<file path="src/rtl/value_store_writer.sv">
// rtl/value_store_writer.sv - writes insert value beats into value memory, one 64-byte box per address
// Emits a {pointer, length} completion once the last box of an insert has been written.
module value_store_writer #(
  parameter int ADDR_WIDTH = 16,
  parameter int DATA_WIDTH = 512
) (
  input  logic                  clk,
  input  logic                  rst_n,
  input  logic [DATA_WIDTH+31:0] s_value_data,
  input  logic                  s_value_valid,
  output logic                  s_value_ready,
  output logic                  mem_wr_en,
  output logic [ADDR_WIDTH-1:0] mem_wr_addr,
  output logic [DATA_WIDTH-1:0] mem_wr_data,
  output logic [31:0]           m_done_data,
  output logic                  m_done_valid,
  input  logic                  m_done_ready,
  output logic                  err_zero_len,
  output logic                  err_ptr_mismatch,
  output logic [31:0]           boxes_written
);

  typedef enum logic [1:0] {ST_IDLE, ST_BODY, ST_DONE} state_t;

  state_t state_q, state_d;

  logic [15:0]           base_q, base_d;
  logic [15:0]           len_q, len_d;
  logic [10:0]           rem_q, rem_d;
  logic [10:0]           off_q, off_d;
  logic                  wr_en_d;
  logic [ADDR_WIDTH-1:0] wr_addr_d;
  logic [DATA_WIDTH-1:0] wr_data_d;
  logic                  zero_d, mism_d;

  logic [15:0]           beat_ptr;
  logic [15:0]           beat_len;
  logic [DATA_WIDTH-1:0] beat_payload;
  logic [10:0]           box_cnt;
  logic [15:0]           body_addr;
  logic                  accept;

  assign beat_ptr     = s_value_data[DATA_WIDTH+31:DATA_WIDTH+16];
  assign beat_len     = s_value_data[DATA_WIDTH+15:DATA_WIDTH];
  assign beat_payload = s_value_data[DATA_WIDTH-1:0];

  // Round-up to whole boxes without a wide adder; 0xFFFF still yields 1024.
  assign box_cnt   = {1'b0, beat_len[15:6]} + {10'b0, |beat_len[5:0]};
  assign body_addr = base_q + {5'b0, off_q};

  assign s_value_ready = (state_q != ST_DONE);
  assign accept        = s_value_valid && s_value_ready;
  assign m_done_valid  = (state_q == ST_DONE);
  assign m_done_data   = {base_q, len_q};

  always_comb begin
    state_d   = state_q;
    base_d    = base_q;
    len_d     = len_q;
    rem_d     = rem_q;
    off_d     = off_q;
    wr_en_d   = 1'b0;
    wr_addr_d = mem_wr_addr;
    wr_data_d = mem_wr_data;
    zero_d    = err_zero_len;
    mism_d    = err_ptr_mismatch;

    case (state_q)
      ST_IDLE: begin
        if (accept) begin
          if (beat_len == 16'd0) begin
            zero_d = 1'b1;
          end else begin
            wr_en_d   = 1'b1;
            wr_addr_d = ADDR_WIDTH'(beat_ptr);
            wr_data_d = beat_payload;
            base_d    = beat_ptr;
            len_d     = beat_len;
            off_d     = 11'd1;
            rem_d     = box_cnt - 11'd1;
            state_d   = (box_cnt == 11'd1) ? ST_DONE : ST_BODY;
          end
        end
      end
      ST_BODY: begin
        if (accept) begin
          // A stray body pointer is flagged but never redirects the write.
          if (beat_ptr != base_q) mism_d = 1'b1;
          wr_en_d   = 1'b1;
          wr_addr_d = ADDR_WIDTH'(body_addr);
          wr_data_d = beat_payload;
          off_d     = off_q + 11'd1;
          rem_d     = rem_q - 11'd1;
          if (rem_q == 11'd1) state_d = ST_DONE;
        end
      end
      ST_DONE: begin
        if (m_done_ready) state_d = ST_IDLE;
      end
      default: state_d = ST_IDLE;
    endcase
  end

  always_ff @(posedge clk) begin
    if (!rst_n) begin
      state_q          <= ST_IDLE;
      base_q           <= '0;
      len_q            <= '0;
      rem_q            <= '0;
      off_q            <= '0;
      mem_wr_en        <= 1'b0;
      mem_wr_addr      <= '0;
      mem_wr_data      <= '0;
      err_zero_len     <= 1'b0;
      err_ptr_mismatch <= 1'b0;
      boxes_written    <= '0;
    end else begin
      state_q          <= state_d;
      base_q           <= base_d;
      len_q            <= len_d;
      rem_q            <= rem_d;
      off_q            <= off_d;
      mem_wr_en        <= wr_en_d;
      mem_wr_addr      <= wr_addr_d;
      mem_wr_data      <= wr_data_d;
      err_zero_len     <= zero_d;
      err_ptr_mismatch <= mism_d;
      boxes_written    <= boxes_written + {31'b0, wr_en_d};
    end
  end

endmodule

</file>
<file path="config.mk">
export PLATFORM = sky130hd
export DESIGN_NAME = value_store_writer
export DESIGN_NICKNAME = d
export VERILOG_FILES = /design/src/rtl/value_store_writer.sv
export SDC_FILE = /design/constraint.sdc
export NUM_CORES = 1
export LEC_CHECK = 0
export CAP_MARGIN = 20
export CORE_AREA = 2 2 443 445
export DETAILED_ROUTE_END_ITERATION = 8
export DIE_AREA = 0 0 445 447
export PLACE_DENSITY = 0.41
export SYNTH_ARGS = -nofsm -noshare
export SYNTH_HDL_FRONTEND = slang
export SYNTH_SLANG_ARGS = --single-unit
</file>
<file path="constraint.sdc">
create_clock -name clk -period 3.6 [get_ports clk]
set_clock_uncertainty 0.05 [all_clocks]
set_input_delay 0.72 -clock clk [delete_from_list [all_inputs] [get_ports clk]]
set_output_delay 0.72 -clock clk [all_outputs]
set_load 0.01 [all_outputs]
</file>
# Word level (Yosys, flattened, before mapping)

Cells that the tools add are included.
W data, S select, Z words.

Register bits: 619
Bits of input ports: 548
Output and inout bits: 597

Add/subtract/negate cells: 6
Eq/ne operators: 11
Mux-type cells: 27
Bitwise gates (word level): 1
Reduce and logical (&&, ||, !) cells: 10

Operators with widths:

| cell                    | count |
|---|---|
| $mux W512               | 3 |
| $pmux W512 S2           | 1 |
| $mux W11                | 6 |
| $mux W16                | 3 |
| $pmux W11 S2            | 2 |
| $add A32 B1 Y32         | 1 |
| $pmux W16 S2            | 1 |
| $eq A11 B1 Y1 const B   | 2 |
| $sub A11 B1 Y11 const B | 2 |
| $add A16 B11 Y16        | 1 |
| $logic_not A16 Y1       | 1 |
| $ne A16 B16 Y1          | 1 |
| $mux W2                 | 6 |
| $add A10 B1 Y11         | 1 |
| $add A11 B1 Y11 const B | 1 |
| $ne A2 B2 Y1 const B    | 5 |
| $reduce_and A3 Y1       | 3 |
| $pmux W2 S3             | 1 |
| $reduce_or A6 Y1        | 1 |
| $reduce_and A5 Y1       | 1 |
| $reduce_and A4 Y1       | 1 |
| $mux W1                 | 3 |
| $eq A2 B1 Y1 const B    | 1 |
| $eq A2 B2 Y1 const B    | 1 |
| 6 further kinds         | 6 |

# Longest topological paths before layout

Word-level depth: 7
Mapped depth: 15
Mapped depth without buffers: 12

# Least setup slack after synthesis

Ideal clock, no wire load.

Path type: input to register
Start: in s_value_data[523]
End: reg boxes_written[14]
Data arrival time: 3.609 ns
Path slack: -0.187 ns
Stages: 15
Cells stage by stage: clkbuf_1 -> or3_1 -> clkbuf_1 -> o31ai_4 -> inv_2 -> buf_2 -> buf_1 -> ha_1 -> ha_1 -> nand2_1 -> nor3_1 -> and2_1 -> or3b_2 -> xor2_1 -> nor2_1

Word-level cells in the longest chain between the ends: 5

RTL lines:

| element              | line | source |
|---|---|---|
| start, declared      | 9    | `input logic [DATA_WIDTH+31:0] s_value_data,` |
| $logic_not A16 Y1    | 71   | `if (beat_len == 16'd0) begin` |
| $mux W1              | 71   |  |
| $mux W1              | 70   | `if (accept) begin` |
| $pmux W1 S2          | 68   | `case (state_q)` |
| via wr_en_d          | 31   | `logic wr_en_d;` |
| $add A32 B1 Y32      | 128  | `boxes_written <= boxes_written + {31'b0, wr_en_d};` |
| end signal, assigned | 128  |  |
| end, declared        | 20   | `output logic [31:0] boxes_written` |

The timed path passes the listed nets, and every way through them passes these cells.
A chain may end at the register's enable or synchronous reset.

# Worst setup path in the final report

Start: reg base_q[11]
End: out m_done_data[27]

RTL lines:

| element                | line | source |
|---|---|---|
| start, declared        | 27   | `logic [15:0] base_q, base_d;` |
| start signal, assigned | 119  | `base_q <= base_d;` |
| end, declared          | 15   | `output logic [31:0] m_done_data,` |

No word-level cell between the ends.

==> key figures <==
Outcome
  • Status: finished, final reports clean

Detailed routing
  • Total number of vias: approximately 25,000
  • DR iter-0 viols: 1,573
  • ANT nets after route: 0
  • Post-Route WL: 144,100 µm
  • # DRC: 0
  • Routed length per instance: between 20 and 25 µm
  • Drt pass-1 iters: 5
  • Via density per instance: 3.736

Place
  • Inst Count DP: 6,588
  • Cell Area, Placed: 0.03835 mm²
  • DP HPWL: between 100,000 and 150,000 µm
  • PortBufs: around 1,100
  • Worst slack, placed: -319.6 ps
  • GPL Wtd Cong: 0.8627

STA
  • Final worst setup slack: 469.2 ps
  • Upper clock frequency limit: 319.4 MHz
  • Min Tclk post-route: 3131 ps
  • Setup_tns: 0 ps
  • Max-slew violation count: 0
  • Rel. slew slack: 0.5127
  • Unrepaired setup endpoints after global routing: no
  • Slew @ Worst Pin: ~730 ps
  • Final worst path period share: 0.8697
  • # setup viols final: 0
  • Worst Hold Margin: roughly 400 ps
  • Final hold violation count: 0

Yosys
  • Area share of the largest cell type after synthesis: 0.5336
  • Ys Warns: 0
  • Number of synthesized flops with an enable pin: 0
  • Syn avg cell area: about 8 µm²
  • Main area contributors after synthesis: dfxtp_1 (53%), nand2_1 (18%), a21oi_1 (12%)
  • Main synth FF type: dfxtp_1
  • Syn Nets: 3,544
  • Netlist Area Pre-Place: 0.02322 mm²
  • Post-synth cell types: 65
  • Synth area leader: dfxtp_1
  • Syn Inst Count: 2,975
  • Sequential area share after synthesis: 0.5336
  • Yosys reg bits: 619
  • Ys async rst share: 0

Pwr
  • Leakage: 15.04 nW
  • Worst IR Drop VDD: 0.3453 mV
  • Total power: slightly below 20 mW
  • P per Cell Area: 480.0 mW/mm²

Final layout
  • Final Util: 0.2125
  • Layout area overhead: 77.68%
  • Most common cell after layout, fill and taps aside: clkdlybuf4s50_1
  • Share of cells above drive strength 1: 0.07024
  • Final Non-Filler Cells: 6,762
  • Cell area after layout: 0.04126 mm²
  • Nets@finish: 4,702
  • Commonest non-fill, non-tap cells in the layout: clkdlybuf4s50_1 (1,144), nand2_1 (1,141), dfxtp_1 (619), a21oi_1 (577), buf_4 (119)

Setup path
  • CP max FO: 10
  • Critical path's largest stage delay: 890 ps
  • Reg2Reg Setup Slack: ~860 ps
  • Slowest-stage cell, CP: clkdlybuf4s50_1
  • Buffer and inverter count on the worst path: 1
  • CP top delay family: buffers and inverters
  • WP data required: 2830 ps
  • CP Cell Sequence: clkdlybuf4s50_1
  • Endpoint class of the critical path: output port
  • Critical path type: flop to output port
  • CP arrival: 2360 ps
  • Worst setup SP type: flop

Die
  • I/O Pins: roughly 1,100
  • Die Y: 447 µm
  • # rows: 162
  • Initial core utilization: 0.1196
  • DIE AREA: 0.1989 mm²
  • Core footprint: 0.1942 mm²
  • Die width: between 400 and 500 µm

Clocking
  • CTS Hold Buffers Added: 0
  • Setup repair bufs after CTS: 0
  • CTS Buf Count: 84
  • Insertion delay to the later sink of the worst-skew pair: 710 ps
  • # resized after CTS: 0
  • Clk slew on worst S/H paths: ~60 ps
  • Root buf cell: clkbuf_16
  • CTS tree: yes
  • CTS sink count: 619
  • Clock Path Buffers: 3
  • Htree depth: 3

Job
  • Number of max-cap violations: 0

Global routing
  • Via count of the first global-routing pass: 24,090
  • Largest net degree at the start of global routing: 119
  • Total congestion overflow: 0
  • Initial antenna violation count: 72
  • First-pass GRT wire length: around 190,000 µm
  • Total GRT Usage: 0.1381

Worst hold path
  • Hold WC Path Type: flop to flop
[state kept, by name (all words and copies together) (netlist names)]
signal,cells
base_q,16
off_q,11
err_ptr_mismatch,1
mem_wr_en,1
boxes_written,32
rem_q,11
err_zero_len,1
mem_wr_addr,16
mem_wr_data,512
len_q,16
state_q,2
[cell usage after synthesis, types with 2 or more instances]
cell          n
nor3_1       19
o21ai_1       4
and2_1        8
o21a_1        5
o311a_1       2
clkbuf_1    155
or2_2         3
nor2b_1       5
a31oi_1       9
a22oi_1       2
a221oi_1      2
buf_2        57
a211o_1       2
inv_1        20
nand2_1    1141
mux2i_1       2
or3_1        10
dfxtp_1     619
ha_1         20
a211oi_1      6
a41oi_1       5
xor2_1       46
a21o_1        2
nor4_1       12
nand2b_1      7
nor2_1       81
o21ai_0      30
nand4_1      21
and3_1        8
o2111ai_1     2
o22ai_1       4
buf_1         2
nand3_1      23
o31ai_1       2
a21oi_1     577
and4_1        3
nand3b_1      2
o211ai_1      8
a311o_1       2
a311oi_1      3
xnor2_1      20
[power by group]
group          internal [mW]  leakage, nW  total (mW)  switching [mW]
Clock                   5.09         1.40        8.81            3.72
Combinational           1.68         8.55        3.42            1.74
Sequential              7.28         5.09        7.57           0.292
[final cells by class]
type	count	area [µm²]
well taps	2542	3181
inverters	21	93.84
repair buffers	1287	12810
flip-flops and latches	619	12390
clock buffers	118	2420
diodes	20	50.05
multi-input cells	2120	9879
clock inverters	35	436.7
fillers	21580	152900
[per-layer routing]
metal | vias up | global-route usage | share of wire
met3 | 214 | 0.03957 | 0.071
met4 | 28 | 0.04213 | 0.023
met5 | - | 0 | 0.0012
met2 | 884 | 0.2396 | 0.50
li1 | 12130 | - | -
met1 | 12010 | 0.1638 | 0.40
[logic make-up after synthesis]
family,Yosys count,share of synthesized area
flops,619,0.5336
mux,3,0.001347
fa+ha+maj,21,0.01164
buf+inv,236,0.04138
compound gates,684,0.1577
xor+xnor,66,0.02489
simple gates,1346,0.2295
[final timing paths]
kind	startpoint	to	cells past startpoint
max	base_q[11]	m_done_data[27]	1
min	mem_wr_data[280]	mem_wr_data[280]	2
max reg2reg	state_q[1]	boxes_written[14]	12
min reg2reg	mem_wr_data[280]	mem_wr_data[280]	2
Power figures use the tool's default switching activity.
